**src/rtl/multdiv_issue.sv**
```systemverilog
// Issues one MULT/DIV to the external unit, waits for its result or a timeout, then pulses writeback.
// Latency: accept + ISSUE + N WAIT + DONE; stall holds the pipeline from the accept cycle until DONE.
module multdiv_issue #(
   parameter int TIMEOUT = 40
) (
   input  logic        clock,
   input  logic        reset,
   input  logic        start_mult,
   input  logic        start_div,
   input  logic [31:0] opA,
   input  logic [31:0] opB,
   input  logic [4:0]  rd,
   input  logic [31:0] md_result,
   input  logic        md_exception,
   input  logic        md_resultRDY,
   output logic        ctrl_MULT,
   output logic        ctrl_DIV,
   output logic [31:0] md_operandA,
   output logic [31:0] md_operandB,
   output logic        stall,
   output logic        wb_valid,
   output logic [31:0] wb_data,
   output logic [4:0]  wb_rd,
   output logic        wb_exception
);

   localparam int CW = $clog2(TIMEOUT + 1);
   localparam logic [CW-1:0] CNT_LAST = CW'(TIMEOUT - 1);

   typedef enum logic [1:0] {IDLE, ISSUE, WAIT, DONE} state_t;

   state_t        state, state_nxt;
   logic [CW-1:0] cnt;
   logic [4:0]    rd_q;
   logic          accept, finish_ok, finish_to;

   always_comb begin
      state_nxt = state;
      stall     = 1'b0;
      accept    = 1'b0;
      finish_ok = 1'b0;
      finish_to = 1'b0;
      case (state)
         IDLE: begin
            if (start_mult || start_div) begin
               stall     = 1'b1;
               accept    = 1'b1;
               state_nxt = ISSUE;
            end
         end
         ISSUE: begin
            stall     = 1'b1;
            state_nxt = WAIT;
         end
         WAIT: begin
            stall = 1'b1;
            // A result landing on the timeout cycle wins over the timeout.
            if (md_resultRDY) begin
               finish_ok = 1'b1;
               state_nxt = DONE;
            end else if (cnt == CNT_LAST) begin
               finish_to = 1'b1;
               state_nxt = DONE;
            end
         end
         DONE:    state_nxt = IDLE;
         default: state_nxt = IDLE;
      endcase
   end

   always_ff @(posedge clock or posedge reset) begin
      if (reset) begin
         state        <= IDLE;
         cnt          <= '0;
         rd_q         <= '0;
         ctrl_MULT    <= 1'b0;
         ctrl_DIV     <= 1'b0;
         md_operandA  <= '0;
         md_operandB  <= '0;
         wb_valid     <= 1'b0;
         wb_data      <= '0;
         wb_rd        <= '0;
         wb_exception <= 1'b0;
      end else begin
         state     <= state_nxt;
         // MULT has priority when both starts are presented together.
         ctrl_MULT <= accept & start_mult;
         ctrl_DIV  <= accept & ~start_mult;
         wb_valid  <= finish_ok | finish_to;
         if (accept) begin
            md_operandA <= opA;
            md_operandB <= opB;
            rd_q        <= rd;
         end
         if (state == ISSUE) begin
            cnt <= '0;
         end else if (state == WAIT) begin
            cnt <= cnt + 1'b1;
         end
         if (finish_ok) begin
            wb_data      <= md_result;
            wb_exception <= md_exception;
            wb_rd        <= rd_q;
         end else if (finish_to) begin
            wb_data      <= '0;
            wb_exception <= 1'b1;
            wb_rd        <= rd_q;
         end
      end
   end

endmodule

```
**config.mk**
```make
export PLATFORM = sky130hd
export DESIGN_NAME = multdiv_issue
export DESIGN_NICKNAME = d
export VERILOG_FILES = /design/src/rtl/multdiv_issue.sv
export SDC_FILE = /design/constraint.sdc
export NUM_CORES = 1
export LEC_CHECK = 0
export BUFFER_PORTS_ARGS = -buffer_cell sky130_fd_sc_hd__buf_2
export CORE_UTILIZATION = 42
export CTS_CLUSTER_SIZE = 12
export DETAILED_ROUTE_END_ITERATION = 16
export PLACE_DENSITY = 0.76
export SETUP_SLACK_MARGIN = 0.2
export SKIP_CTS_REPAIR_TIMING = 1
export SYNTH_ARGS = -nofsm -noshare
export SYNTH_HDL_FRONTEND = slang
export SYNTH_SLANG_ARGS = --single-unit
```
**constraint.sdc**
```tcl
create_clock -name clock -period 3.5 [get_ports clock]
set_clock_uncertainty 0.05 [all_clocks]
set_input_delay 0.35 -clock clock [delete_from_list [all_inputs] [get_ports clock]]
set_output_delay 0.35 -clock clock [all_outputs]
set_load 0.01 [all_outputs]
```
-- Yosys cells after proc, flatten, opt, wreduce, memory -nomap -nowiden
Cells that the tools add are included.
- word-level logic and storage cells: 48
- bits of input ports: 107
- register bits after elaboration: 118
- muxes and demuxes: 20
- bitwise gates (word level): 4
- eq/ne operators: 6
- $add $sub $neg: 1
- reductions and logical operators: 6
- operators with widths (kind ; count):
    2-to-1 mux 32 bit ; 2
    2-to-1 mux 6 bit ; 2
    2-to-1 mux 5 bit ; 2
    2-to-1 mux 1 bit ; 9
    case mux 2 bit (4 select lines) ; 1
    adder 6 x 1 -> 6 bit (second input constant) ; 1
    == test 6 bit (second input constant) ; 1
    2-to-1 mux 2 bit ; 3
    == test 2 bit (second input constant) ; 2
    nonzero test 2 bit ; 2
    inequality test 3 bit (second input constant) ; 1
    bitwise AND 1 bit ; 2
    == test 2 x 1 -> 1 bit (second input constant) ; 1
    zero test 2 bit ; 1
    inequality test 2 bit (second input constant) ; 1
    case mux 1 bit (2 select lines) ; 1
    AND reduction 2 bit ; 1
    OR reduction 2 bit ; 1
    logical OR 1 bit ; 1
    inverter 1 bit ; 1
    bitwise OR 1 bit ; 1

-- Depth between registers and ports, before layout
- depth in word-level cells: 6
- mapped depth: 7
- gate-level depth less buffers: 6

-- Worst setup path after synthesis
OpenSTA, ideal clock, no wires.
- path type: reg-to-reg
- start: register cnt[0]
- end: register wb_rd[1]
- slack: 1812 ps
- arrival: 1513 ps
- buffers on the path: 0
- library setup time: 125 ps
- cell stages (with the launch flop): 7
- cells stage by stage: dfrtp_1 > ha_1 > nand2_2 > nor4b_4 > o21ai_4 > inv_2 > mux2_2
- longest elaborated chain between the ends: 5
- ends and longest elaborated chain (what ; RTL line ; RTL):
    start: declaration ; 33 ; logic [CW-1:0] cnt;
    start signal: assignment ; 98 ; cnt <= cnt + 1'b1;
    == test 6 bit ; 61 ; end else if (cnt == CNT_LAST) begin
    2-to-1 mux 1 bit ; 61 ;
    2-to-1 mux 1 bit ; 58 ; if (md_resultRDY) begin
    2-to-1 mux 1 bit ; 43 ; case (state)
    nonzero test 2 bit (no line) ; n/a ;
    end signal: assignment ; 103 ; wb_rd <= rd_q;
    end signal: assignment ; 107 ; wb_rd <= rd_q;
    end: declaration ; 23 ; output logic [4:0] wb_rd,
Every way passes these cells.
A chain may end at the register's enable or synchronous reset.

-- Worst setup path in the final report
- start: register state[0]
- end: output stall
- longest elaborated chain between the ends: 3
- ends and longest elaborated chain (what ; RTL line ; RTL):
    start: declaration ; 32 ; state_t state, state_nxt;
    start signal: assignment ; 85 ; state <= state_nxt;
    == test 2 x 1 -> 1 bit or == test 2 bit (tied branches) ; 43 ;
    OR reduction 2 bit (no line) ; n/a ;
    case mux 1 bit (2 select lines) (*) ; 43 ;
    end: declaration ; 20 ; output logic stall,
Mark *: on every way between the ends. The rest lies on a longest branch, timed or not.

==> metrics.md <==
| Metric | Value |
|---|---|
| Min-delay worst type | `input port to flop` |
| Clock sink count | `around 120` |
| Crit path arrival time | `slightly above 2 ns` |
| Worst-Skew Late Latency | `about 0.50 ns` |
| Final core occ | `61.4%` |
| Commonest non-fill, non-tap cell in the layout | `buf_2` |
| Routed Antenna Nets | `0` |
| IO Pins | `between 200 and 250` |
| Clock transition at the registers of the reported paths | `0.06 ns` |
| Die footprint | `between 10000 and 15000 um^2` |
| Area Growth Syn to Fin | `41.5%` |
| Area of the multi-input gates | `1440 um^2` |
| Largest cells by area after synthesis | `dfrtp_1 66%, mux2_2 19%, a22o_1 6.2%` |
| DR iter-0 viols | `157` |
| Register area | `a little under 3000 um^2` |
| Largest net degree at the start of global routing | `60` |
| Fin crit share | `69.2%` |
| Worst hold slack | `roughly 0.016 ns` |
| Root Driver | `clkbuf_8` |
| Mux contribution to synthesized area | `19.2%` |
| Initial core utilization | `a little over two fifths` |
| DIE WIDTH | `about 110 um` |
| First-pass GRT wire length | `16.0 mm` |
| Yosys cell types | `31` |
| Drc violations | `0` |
| Via count | `3184` |
| Ant. Diodes | `0` |
| TNS Setup | `0 ns` |
| Post-route minimum period | `2.42 ns` |
| Placer congestion estimate | `~0.78` |
| Fillers | `808` |
| Syn Std Cell Area | `4500 um^2` |
| Synth Area in Simple Gates | `between 2 and 2.5%` |
| Grt total ovfl | `0` |
| Pwr Density | `about 1000 nW/um^2` |
| Nets | `between 600 and 700` |
| Area leader, netlist | `dfrtp_1` |
| Global Route Usage Sum | `a little under a fifth` |
| Fraction of layout cells with a size suffix above 1 | `between 60% and 70%` |
| Initial antenna violation count | `0` |
| Max Slew Vio Count | `0` |
| Inserted Clock Buffers | `17` |
| Mapped Cells | `approximately 280` |
| LEAKAGE | `0.00319 uW` |
| Worst-path fanout max | `36` |
| CTS H-tree lvls | `4` |
| First-pass DRT Iterations | `6` |
| Max_cap viols | `0` |
| Die Ht | `roughly 110 um` |
| Status | `finished clean` |
| YS warnings | `0` |
| Longest Clk Path Bufs | `2` |
| Vias in the first global route | `approximately 3400` |
| Average cell area after synthesis | `between 15 and 20 um^2` |
| Peak supply drop | `0.511 mV` |
| Achievable Freq | `0.413 GHz` |
| Worst-Margin Slew | `~1.1 ns` |
| Net Count, Synth | `slightly below 400` |
| Via density | `approximately 4.9` |
| Hold Fails Final Rpt | `0` |
| CTS tree | `yes` |
| Post-place setup slack | `approximately 1.3 ns` |
| Kind of critical path | `flop to output port` |
| RSZ-0062 raised after global routing | `false` |
| Largest family of logic cells by synthesized area | `multiplexers` |
| Crit. End Element | `output port` |
| Seq/Total Area, Yosys | `approximately two thirds` |
| Final setup violation count | `0` |
| Port buffer count | `approximately 210` |
| Slew headroom | `23.5%` |
| Dpl cells | `~620` |
| Final std cells w/o fill | `around 650` |
| Core ar. | `between 10000 and 15000 um^2` |
| Commonest cells after routing, fill and taps aside | `212 x buf_2, 118 x dfrtp_1, 76 x mux2_2` |
| Hpwl dp | `approximately 7 mm` |
| Final wirelength | `9.90 mm` |
| Yosys reg bits | `between 100 and 150` |
| Worst EP required | `3.10 ns` |
| Post-synthesis compound-gate area fraction | `~8.3%` |
| Routed wire per std cell | `between 15 and 20 um` |
| Final setup margin | `around 1.1 ns` |
| Synth top area share | `between 60% and 70%` |
| Synth Area in Adders | `between 1.5 and 2%` |
| Startpoint Class | `flop` |
| Std-Cell Rows | `37` |
| Post-synthesis xor/xnor area fraction | `less than 1%` |
-- report_power, final --
part	internal, uW	switching [uW]
clock network	1320	593
logic	1220	1110
registers	2050	351
-- metal layers --
layer	share of wire [%]	vias to the layer above	GRT usage, %
met5	0	-	0
met4	2.3	0	9.13
met3	7.5	20	5.88
met2	51	139	30.9
met1	39	1557	22.0
li1	-	1468	-
-- final cells by class --
class | count | share of cell area, %
multi-input cells | 144 | 22.6
inverters | 7 | 0.472
clock buffers | 19 | 6.78
well taps | 136 | 2.67
clock inverters | 13 | 3.56
repair buffers | 217 | 17.5
flip-flops and latches | 118 | 46.4
-- final timing paths --
kind,from,to,slack [ns],cells after the start
setup reg to reg,cnt[0],wb_rd[3],1.30,6
hold reg to reg,rd_q[0],rd_q[0],0.45,1
setup / recovery,state[0],stall,1.08,6
min in group asynchronous,reset,md_operandB[12],0.41,3
hold / removal,md_result[12],wb_data[12],0.02,2
max in group asynchronous,reset,wb_data[27],2.17,4
-- cell families after synthesis --
group,count (synthesis)
buffers and inverters,22
adder cells (fa/ha/maj),6
flip-flops,118
AO/OA/AOI/OAI,44
multiplexers,77
AND/OR/NAND/NOR,15
XOR/XNOR,2
-- synth_stat cells (all sizes together) --
cell type / instances
nand3b: 1
xnor2: 1
nor2: 3
nor3b: 1
nor4b: 1
and2: 2
xor2: 1
nand2: 3
o21ai: 3
ha: 6
nand4: 1
nor3: 1
nand2b: 1
buf: 12
clkbuf: 3
a22o: 32
o2bb2ai: 2
inv: 7
o32a: 1
o21ba: 1
dfrtp: 118
a2bb2oi: 1
mux2i: 1
mux2: 76
nand3: 1
a21oi: 4
-- critical path, stage by stage, from the launching register on --
cell and delay (ns):
dfrtp_1 0.41, inv_1 0.10, ha_1 0.25, o21ai_4 0.07, buf_4 0.41, a21oi_1 0.12, buf_2 0.16
-- sequential cells by signal, indices dropped and copies added, names as in the netlist --
register	flops
md_operandA	32
md_operandB	32
wb_data	32
cnt	6
rd_q	5
wb_rd	5
state	2
ctrl_DIV	1
ctrl_MULT	1
wb_exception	1
wb_valid	1
-- stage by stage --
stage | area [um^2] | total power (uW)
2_1_floorplan | 4500 | 3870
3_5_place_dp | 5700 | 4780
5_1_grt | 6370 | 7040
4_1_cts | 6360 | 6730
6_report | 6370 | 6650
3_3_place_gp | 5700 | 4680
Power figures use the tool's default switching activity.
